===== src/rtl/alu_cmd_sequencer.sv =====
// Command sequencer in front of the registered ALU: issues one operand/function
// command at a time, waits out the ALU latency, captures the selected result.
module alu_cmd_sequencer #(
  parameter int IN_DATA_WIDTH = 16,
  parameter int OP_DATA_WIDTH = 32,
  parameter int CNT_WIDTH     = 8
) (
  input  logic                     clk,
  input  logic                     rst,
  input  logic                     cmd_valid,
  output logic                     cmd_ready,
  input  logic [IN_DATA_WIDTH-1:0] cmd_a,
  input  logic [IN_DATA_WIDTH-1:0] cmd_b,
  input  logic [3:0]               cmd_fun,
  output logic [IN_DATA_WIDTH-1:0] alu_a,
  output logic [IN_DATA_WIDTH-1:0] alu_b,
  output logic [3:0]               alu_fun,
  input  logic [OP_DATA_WIDTH-1:0] alu_arith_out,
  input  logic                     alu_carry_out,
  input  logic [IN_DATA_WIDTH-1:0] alu_logic_out,
  input  logic [IN_DATA_WIDTH-1:0] alu_cmp_out,
  input  logic [IN_DATA_WIDTH-1:0] alu_shift_out,
  output logic                     rsp_valid,
  input  logic                     rsp_ready,
  output logic [OP_DATA_WIDTH-1:0] rsp_data,
  output logic                     rsp_carry,
  output logic [3:0]               rsp_fun,
  output logic [CNT_WIDTH-1:0]     rsp_count
);

  typedef enum logic [1:0] {IDLE, ISSUE, CAPTURE, RESP} state_t;

  state_t state, state_d;
  logic   accept, capture, rsp_hs;

  always_ff @(posedge clk or negedge rst) begin
    if (!rst) state <= IDLE;
    else      state <= state_d;
  end

  always_comb begin
    state_d = state;
    accept  = 1'b0;
    capture = 1'b0;
    rsp_hs  = 1'b0;
    case (state)
      IDLE: begin
        if (cmd_ready && cmd_valid) begin
          accept  = 1'b1;
          state_d = ISSUE;
        end
      end
      ISSUE:   state_d = CAPTURE;
      CAPTURE: begin
        capture = 1'b1;
        state_d = RESP;
      end
      RESP: begin
        if (rsp_valid && rsp_ready) begin
          rsp_hs  = 1'b1;
          state_d = IDLE;
        end
      end
      default: state_d = IDLE;
    endcase
  end

  // Handshake flags are registered from the next state, so cmd_ready only
  // rises on the first edge after reset release.
  always_ff @(posedge clk or negedge rst) begin
    if (!rst) begin
      cmd_ready <= 1'b0;
      rsp_valid <= 1'b0;
    end else begin
      cmd_ready <= (state_d == IDLE);
      rsp_valid <= (state_d == RESP);
    end
  end

  always_ff @(posedge clk or negedge rst) begin
    if (!rst) begin
      alu_a   <= '0;
      alu_b   <= '0;
      alu_fun <= '0;
    end else if (accept) begin
      alu_a   <= cmd_a;
      alu_b   <= cmd_b;
      alu_fun <= cmd_fun;
    end
  end

  // Result class is alu_fun[3:2]; only the arithmetic block reports carry.
  always_ff @(posedge clk or negedge rst) begin
    if (!rst) begin
      rsp_data  <= '0;
      rsp_carry <= 1'b0;
      rsp_fun   <= '0;
    end else if (capture) begin
      rsp_fun <= alu_fun;
      case (alu_fun[3:2])
        2'b00: begin
          rsp_data  <= alu_arith_out;
          rsp_carry <= alu_carry_out;
        end
        2'b01: begin
          rsp_data  <= OP_DATA_WIDTH'(alu_logic_out);
          rsp_carry <= 1'b0;
        end
        2'b10: begin
          rsp_data  <= OP_DATA_WIDTH'(alu_cmp_out);
          rsp_carry <= 1'b0;
        end
        default: begin
          rsp_data  <= OP_DATA_WIDTH'(alu_shift_out);
          rsp_carry <= 1'b0;
        end
      endcase
    end
  end

  always_ff @(posedge clk or negedge rst) begin
    if (!rst)        rsp_count <= '0;
    else if (rsp_hs) rsp_count <= rsp_count + CNT_WIDTH'(1);
  end

endmodule


===== config.mk =====
export PLATFORM = sky130hd
export DESIGN_NAME = alu_cmd_sequencer
export DESIGN_NICKNAME = d
export VERILOG_FILES = /design/src/rtl/alu_cmd_sequencer.sv
export SDC_FILE = /design/constraint.sdc
export NUM_CORES = 1
export LEC_CHECK = 0
export ABC_CLOCK_PERIOD_IN_PS = 1670
export BUFFER_PORTS_ARGS = -buffer_cell sky130_fd_sc_hd__buf_2
export CORE_UTILIZATION = 46
export CTS_BUF_LIST = sky130_fd_sc_hd__clkbuf_8
export CTS_CLUSTER_SIZE = 16
export DETAILED_ROUTE_END_ITERATION = 8
export PLACE_DENSITY = 0.88
export SLEW_MARGIN = 20
export SYNTH_ARGS = -nofsm -noshare
export SYNTH_HDL_FRONTEND = slang
export SYNTH_SLANG_ARGS = --single-unit

===== constraint.sdc =====
create_clock -name clk -period 1.67 [get_ports clk]
set_input_delay 0.167 -clock clk [delete_from_list [all_inputs] [get_ports clk]]
set_output_delay 0.167 -clock clk [all_outputs]
set_load 0.02 [all_outputs]

* Word level (Yosys, flattened, before mapping)
Cells that the tools add are included.
** Word-level totals
- Bits in registers :: 85
- Latch bits :: 0
- Memory bits (writable) :: 0
- ROM bits :: 0
- Input bits :: 121
- Output and inout bits :: 83
- Logic and storage cells :: 32
- Memories kept :: 0
** Operators by class
- Add/subtract/negate cells :: 1
- Multiply operators :: 0
- Div/mod/pow operators :: 0
- $lt $le $gt $ge :: 0
- Equality and inequality tests :: 6
- Shift operators :: 0
- Multiplexer cells :: 10
- Bitwise logic cells :: 0
- Reduce and logical (&&, ||, !) cells :: 5
** Operator list (number)
- $pmux 32 s3 :: 1
- $add 8x1->8 const B :: 1
- $eq 2x2->1 const B :: 4
- $pmux 2 s4 :: 1
- $logic_not 2->1 :: 3
- $mux 1 :: 6
- $eq 2x1->1 const B :: 2
- $mux 2 :: 2
- $logic_and 1x1->1 :: 2

* Depth between registers and ports, before layout
Gate-level depths: netlist of run 1.
- Depth in word-level cells :: 4
- Gate-level depth with buffers :: 5
- Depth with buffers taken out :: 4

* Worst setup path after synthesis of run 1
OpenSTA, ideal clock, no wires.
- Path kind :: register -> register
- Start point :: register alu_fun[3]
- End point :: register rsp_data[13]
- Setup time :: 125 ps
- Data arrival time :: 1543 ps
- Required time :: 1545 ps
- Path slack :: 3 ps
- Cell stages (with the launch flop) :: 5
- Path buffers :: 2
- Period minus slack after synthesis :: 1667 ps
- Path through :: dfrtp_1 -> buf_4 -> clkbuf_1 -> mux4_2 -> mux2_2
** On the way
- Longest elaborated chain between the ends :: 2
- Elaborated cells between the ends (all ways) :: 4
- Those cells by class :: eq/ne: 2; mux: 1; reduce/logical: 1
** RTL lines
- start, declared :: RTL line 17 : output logic [3:0] alu_fun,
- start signal, assigned :: RTL line 88 : alu_fun <= cmd_fun;
- $eq 2x2->1, or another cell as far along :: RTL line 100 : case (alu_fun[3:2])
- $pmux 32 s3 (*) :: RTL line 100
- end signal, assigned :: RTL line 102 : rsp_data <= alu_arith_out;
- end signal, assigned :: RTL line 106 : rsp_data <= OP_DATA_WIDTH'(alu_logic_out);
- end signal, assigned :: RTL line 110 : rsp_data <= OP_DATA_WIDTH'(alu_cmp_out);
- end, declared :: RTL line 25 : output logic [OP_DATA_WIDTH-1:0] rsp_data,
Mark *: on every way between the ends. The rest lies on a longest branch, timed or not.
A chain may end at the register's enable or synchronous reset.

* Worst setup path in the final report of run 1
- Start point :: register alu_fun[2]
- End point :: register rsp_data[0]
The elaborated chain is that of the path after synthesis.

==> results of run 1 <==
[power breakdown]
group	switching, mW	internal (mW)
combinational	2.48	2.09
sequential	0.513	3.00
clock	0.741	0.847
total	3.74	5.94
[Yosys cell counts, drive strengths merged]
| cell type | number |
|---|---|
| xnor2 | 3 |
| nor4 | 1 |
| xor2 | 4 |
| a31oi | 1 |
| dfrtp | 85 |
| a22o | 17 |
| mux4 | 16 |
| inv | 1 |
| nand3 | 2 |
| buf | 12 |
| nand2 | 6 |
| clkbuf | 1 |
| or2 | 1 |
| nand4 | 2 |
| ha | 1 |
| mux2 | 56 |
| and3 | 1 |
| nand2b | 1 |
| nor2 | 4 |
| nor3 | 3 |
| and4 | 1 |
[how the worst min path moves through the flow]
stage	slack (ns)	end	startpoint	cells past startpoint
floorplan	-0.13	alu_a[0]	rst	0
global route	0.02	rsp_data[22]	alu_arith_out[22]	2
detailed placement	0.14	rsp_data[15]	rst	1
finish	0.04	alu_b[12]	cmd_b[12]	2
global placement	0.13	rsp_data[16]	rst	1
CTS	0.03	alu_a[0]	cmd_a[0]	2
[cells by family (layout without fill, tap and decap cells)]
family | after synthesis | count (layout) | synth area share
DFF | 85 | 85 | 0.591
AOI/OAI and AO/OA | 18 | 18 | 0.0431
buffers and inverters | 14 | 231 | 0.0271
other | 0 | 2 | 0
xor gates and xnor gates | 7 | 7 | 0.0170
adders and majority gates | 1 | 1 | 0.00348
muxes | 72 | 72 | 0.285
and+or+nand+nor | 22 | 22 | 0.0334
[stage by stage]
stage / std cells / total power, mW / hold slack [ns]
floorplan: 219 / 6.58 / -0.129
global placement: 518 / 8.00 / 0.127
detailed placement: 518 / 8.17 / 0.140
CTS: 535 / 9.78 / 0.0300
global route: 535 / 10.2 / 0.0236
finish: 537 / 9.68 / 0.0445
[cell type report]
type | count | area [µm²] | share of cell area
flip-flops and latches | 85 | 2130 | 0.424
multi-input cells | 120 | 1380 | 0.275
repair buffers | 214 | 1150 | 0.230
clock buffers | 9 | 124 | 0.0247
well taps | 99 | 124 | 0.0247
clock inverters | 7 | 97.6 | 0.0195
diodes | 2 | 5.00 | 0.000999
inverters | 1 | 3.75 | 0.000749
[metal layers]
layer,share of wire,global-route usage,up-vias
met1,0.39,0.252,1323
li1,-,-,1247
met3,0.072,0.0598,15
met5,0,0,-
met2,0.52,0.398,140
met4,0.016,0.0739,0
[critical path: cells and delay by family, from the launching register on]
family,cells,cell delay [ns]
buffers and inverters,1,0.19
DFF,1,0.38
muxes,2,0.87
[state kept, by name, indices dropped and copies added, names as in the netlist]
| signal | cells |
|---|---|
| cmd_ready | 1 |
| rsp_valid | 1 |
| alu_b | 16 |
| alu_fun | 4 |
| rsp_carry | 1 |
| rsp_fun | 4 |
| rsp_count | 8 |
| state | 2 |
| alu_a | 16 |
| rsp_data | 32 |
[what timing repair did]
item / 4_1_cts / 5_1_grt
endpoints found under the hold margin: 29 / 0
setup buffers: 0 / 0
hold buffers: 1 / 0
==> key figures, run 1 <==
Routing
  – Via count: 2,725
  – DRC: 0
  – DRT Pass-1 Iters: 4
  – Drt wl/cell: 16.2 µm
  – Vias per cell: 5.07
  – Post-Route WL: 8690 µm
  – Initial DRC Count: 67
  – ANT nets after route: 0

Clock tree
  – CTS H-tree lvls: 3
  – CTS buffer count: 9
  – TritonCTS clock tree: done
  – Clock Latency Late Sink: 0.34 ns
  – Reg clk slew, reported paths: approximately 0.09 ns
  – Post-CTS Resized: 0
  – CTS sink count: 85
  – Clock root buffer: clkbuf_8
  – Clk buf depth: 2

Critical path
  – Worst path slowest cell: mux4_1
  – Endpoint of the worst register-to-register path: rsp_data[0]
  – FF-to-FF path depth: 3
  – CP startpoint kind: flop
  – Setup CP Type: flop to flop
  – Nature of the critical path endpoint: flop
  – Critical path cell sequence: buf_12, mux4_1, mux2_2
  – CP startpoint: alu_fun[2]
  – Flop2flop setup slack: 0.12 ns
  – Worst path max stage delay: 0.59 ns
  – CP arrival: 1.78 ns
  – CP max FO: 20
  – Setup crit end: rsp_data[0]
  – Data required, critical path: 1.90 ns
  – FF-to-FF Start: alu_fun[2]

Layout
  – Area Overhead vs Synth: 39.3%
  – Layout cells sized above 1: 0.674
  – Post-layout instance area: ~5000 µm²
  – Commonest non-fill, non-tap cell in the layout: buf_2
  – Final #Nets: about 550
  – Fill cell count: 553
  – Final Util: 0.677
  – Commonest cells after routing, fill and taps aside: 202 x buf_2, 85 x dfrtp_1, 54 x mux2_2

GRT
  – Vias in the first global route: around 2,800
  – All-Layer GR Usage: 0.220
  – Initial antenna violation count: 2
  – First-pass GRT wire length: approximately 14,000 µm
  – Largest net degree at the start of global routing: 40
  – Total grt overflow: 0

Logic synthesis
  – Synth warnings: 0
  – Post-synthesis sequential area ratio: 0.591
  – Largest area contributor in the netlist: dfrtp_1
  – Share of the synthesized area in the top cell type: 0.591
  – Mapped Cells: roughly 220
  – Post-Syn Area: 3600 µm²
  – Synth unique cells: 28
  – Mapped Avg Cell Area: 16.4 µm²
  – Synth top area cells: dfrtp_1 59%, mux2_2 17%, mux4_1 6.6%
  – Syn Nets: 341
  – Flop and latch count out of synthesis: 85

Timing
  – Worst Max-Slew Pin Slew: 0.432 ns
  – Final setup TNS: 0 ns
  – Slew HR: 0.712
  – Setup Skew: 0.0128 ns
  – PnR worst setup slack: 0.123 ns
  – Slew Limit Fails: 0
  – Final Hold Fails: 0
  – Fmax: 646 MHz
  – Final period utilization: 0.927
  – RSZ-0062 raised after global routing: false
  – Final worst path period need: 1.55 ns
  – # setup viols final: 0

Floorplanning
  – Total die area: 8180 µm²
  – Site Rows: 31
  – Initial Util: 0.486
  – Die X: 90.4 µm
  – Die Ht: 90.4 µm
  – Core Area: roughly 7400 µm²
  – Io pins: slightly above 200

Place
  – Port Buffer Count: 203
  – GPL Wtd Cong: 0.786
  – Pre-CTS WS: about 0.12 ns
  – Hpwl dp: roughly 6700 µm
  – Placed cell areas: 4780 µm²

Pwr
  – Power per standard cell area: 1930 nW/µm²
  – Max rail drop VDD: 0.000947 V
  – Lkg Pwr: 2.64 nW

Run
  – Max capacitance violation total: 0

Min path
  – Worst min-delay path category: input port to flop

Run status
  – Run status: completed
Note: power is estimated with default switching activity, not from simulation.
==> inputs of run 2 (changes only) <==
--- a/config.mk
+++ b/config.mk
@@ -5,7 +5,7 @@
 export SDC_FILE = /design/constraint.sdc
 export NUM_CORES = 1
 export LEC_CHECK = 0
-export ABC_CLOCK_PERIOD_IN_PS = 1670
+export ABC_CLOCK_PERIOD_IN_PS = 1700
 export BUFFER_PORTS_ARGS = -buffer_cell sky130_fd_sc_hd__buf_2
 export CORE_UTILIZATION = 46
 export CTS_BUF_LIST = sky130_fd_sc_hd__clkbuf_8
==> constraint.sdc (replaced) <==
create_clock -name clk -period 1.7 [get_ports clk]
set_input_delay 0.17 -clock clk [delete_from_list [all_inputs] [get_ports clk]]
set_output_delay 0.17 -clock clk [all_outputs]
set_load 0.02 [all_outputs]
==> key figures, run 2 (synthesized netlist as in run 1, its figures left out) <==
Timing
  – Slew HR: 0.710 (-0.00179)
  – Fmax: 656 MHz (+1.5%)
  – Final setup TNS: 0 ns (unchanged)
  – Final period utilization: 0.897 (-0.0297)
  – RSZ-0062 raised after global routing: false
  – Final worst path period need: 1.52 ns (-0.0226 ns)
  – Worst Max-Slew Pin Slew: 0.435 ns (+0.00269 ns)
  – Setup Skew: 0.0155 ns (+0.00274 ns)
  – Slew Limit Fails: 0 (unchanged)
  – Final Hold Fails: 0 (unchanged)
  – # setup viols final: 0 (unchanged)

Routing
  – DRT Pass-1 Iters: 6 (+2)
  – ANT nets after route: 0 (unchanged)
  – Initial DRC Count: 69 (+3.0%)
  – Via count: 2,691 (-1.2%)
  – Post-Route WL: 8430 µm (-3.0%)
  – DRC: 0 (unchanged)
  – Drt wl/cell: 15.8 µm (-2.4%)
  – Vias per cell: 5.04 (-0.69%)

Clock tree
  – CTS buffer count: 9 (unchanged)
  – Clock root buffer: clkbuf_8
  – CTS sink count: 85 (unchanged)
  – Clk buf depth: 2 (unchanged)
  – Clock Latency Late Sink: 0.34 ns (about the same)
  – CTS H-tree lvls: 3 (unchanged)
  – TritonCTS clock tree: done
  – Post-CTS Resized: 0 (unchanged)
  – Reg clk slew, reported paths: 0.10 ns (about the same)

Pwr
  – Power per standard cell area: 1890 nW/µm² (-2.2%)
  – Lkg Pwr: 2.64 nW (about the same)
  – Max rail drop VDD: 0.000849 V (-10%)

GRT
  – First-pass GRT wire length: 13,800 µm (+0.15%)
  – All-Layer GR Usage: 0.215 (-0.00509)
  – Total grt overflow: 0 (unchanged)
  – Vias in the first global route: 2,917 (+2.4%)
  – Largest net degree at the start of global routing: 86 (+110%)
  – Initial antenna violation count: 0 (-2)

Critical path
  – CP arrival: 1.75 ns (-0.03 ns)
  – CP startpoint kind: flop
  – Nature of the critical path endpoint: flop
  – Data required, critical path: 1.92 ns (+0.02 ns)
  – CP max FO: 14 (-30%)
  – Setup CP Type: flop to flop

Floorplanning
  – Total die area: 8180 µm² (unchanged)
  – Die Ht: 90.4 µm (unchanged)
  – Site Rows: 31 (unchanged)
  – Core Area: 7410 µm² (unchanged)
  – Io pins: 204 (unchanged)
  – Initial Util: 0.486 (unchanged)
  – Die X: 90.4 µm (unchanged)

Layout
  – Post-layout instance area: 5000 µm² (-0.30%)
  – Final Util: 0.675 (-0.00203)
  – Layout cells sized above 1: 0.674 (-0.000749)
  – # diodes: 0 (-2)
  – Final #Nets: 552 (-0.18%)
  – Area Overhead vs Synth: 38.9%
  – Max reg flops: 32 (unchanged)
  – Top Registers: rsp_data x32, alu_a x16, alu_b x16
  – Largest Register: rsp_data
  – Fill cell count: 570 (+3.1%)
  – Post-Layout Cell Count: 534 (-0.56%)
  – Commonest cells after routing, fill and taps aside: 202 x buf_2, 85 x dfrtp_1, 54 x mux2_2
  – Commonest non-fill, non-tap cell in the layout: buf_2

Place
  – Hpwl dp: 6410 µm (-4.6%)
  – Dpl cells: 517 (-0.19%)
  – Placed cell areas: 4780 µm² (+0.10%)
  – Port Buffer Count: 203 (unchanged)
  – GPL Wtd Cong: 0.776 (-1.2%)

Run status
  – Run status: completed

Min path
  – Worst min-delay path category: input port to flop

Run
  – Max capacitance violation total: 0 (unchanged)
run 2: changes by cell type in the layout (fill, tap and decap cells not counted), sizes merged:
cell,previous run,this run
bufinv,2,1
inv,2,3
diode,2,0
clkinvlp,2,1
buf,213,212
clkbuf,9,10
run 2: per-stage QoR:
stage | total power [mW] | hold slack, ns | setup WS, ns
after global routing | 9.99 | 0.0278 | 0.102
after CTS | 9.55 | 0.0299 | 0.159
after floorplan | 6.47 | -0.126 | 0.0327
after global placement | 7.92 | 0.230 | 0.222
after detailed placement | 8.07 | 0.239 | 0.169
final | 9.44 | 0.0521 | 0.175
run 2: worst paths after layout:
check                        startpoint  slack [ns]            to  cells after the start
max in group asynchronous           rst        0.95      alu_a[5]                      3
min in group asynchronous           rst        0.40  rsp_data[31]                      3
setup reg to reg             alu_fun[2]        0.18   rsp_data[8]                      3
hold / removal                rsp_ready        0.05     rsp_valid                      2
setup / recovery             alu_fun[2]        0.18   rsp_data[8]                      3
hold reg to reg            rsp_count[7]        0.48  rsp_count[7]                      1
run 2: per-layer routing:
metal / track usage / routed length, µm / vias up
met2: 0.372 / 4280 / 129
met1: 0.265 / 3450 / 1305
met3: 0.0547 / 585 / 10
met4: 0.0685 / 110 / 0
met5: 0 / 0 / -
li1: - / - / 1247
run 2: cell type report:
class	count	area [µm²]	share of cell area
Timing Repair Buffer	213	1160	0.232
Sequential cell	85	2130	0.426
Multi-Input combinational cell	120	1380	0.276
Inverter	1	3.75	0.000751
Tap cell	99	124	0.0248
Clock inverter	6	68.8	0.0138
Clock buffer	10	138	0.0275
run 2: worst max-delay path, cell delays in order, from the launching register on:
cell	delay, ns
dfrtp_1	0.40
buf_12	0.18
mux4_1	0.56
mux2_2	0.28
run 2: timing repair:
item / in CTS / in global routing
endpoints found under the hold margin: 85 / 0
setup buffers: 0 / 0
hold buffers: 1 / 0
run 2: where the power goes:
group | switching [mW] | internal, mW
combinational | 2.44 | 2.10
clock | 0.723 | 0.730
sequential | 0.500 | 2.95
total | 3.66 | 5.77
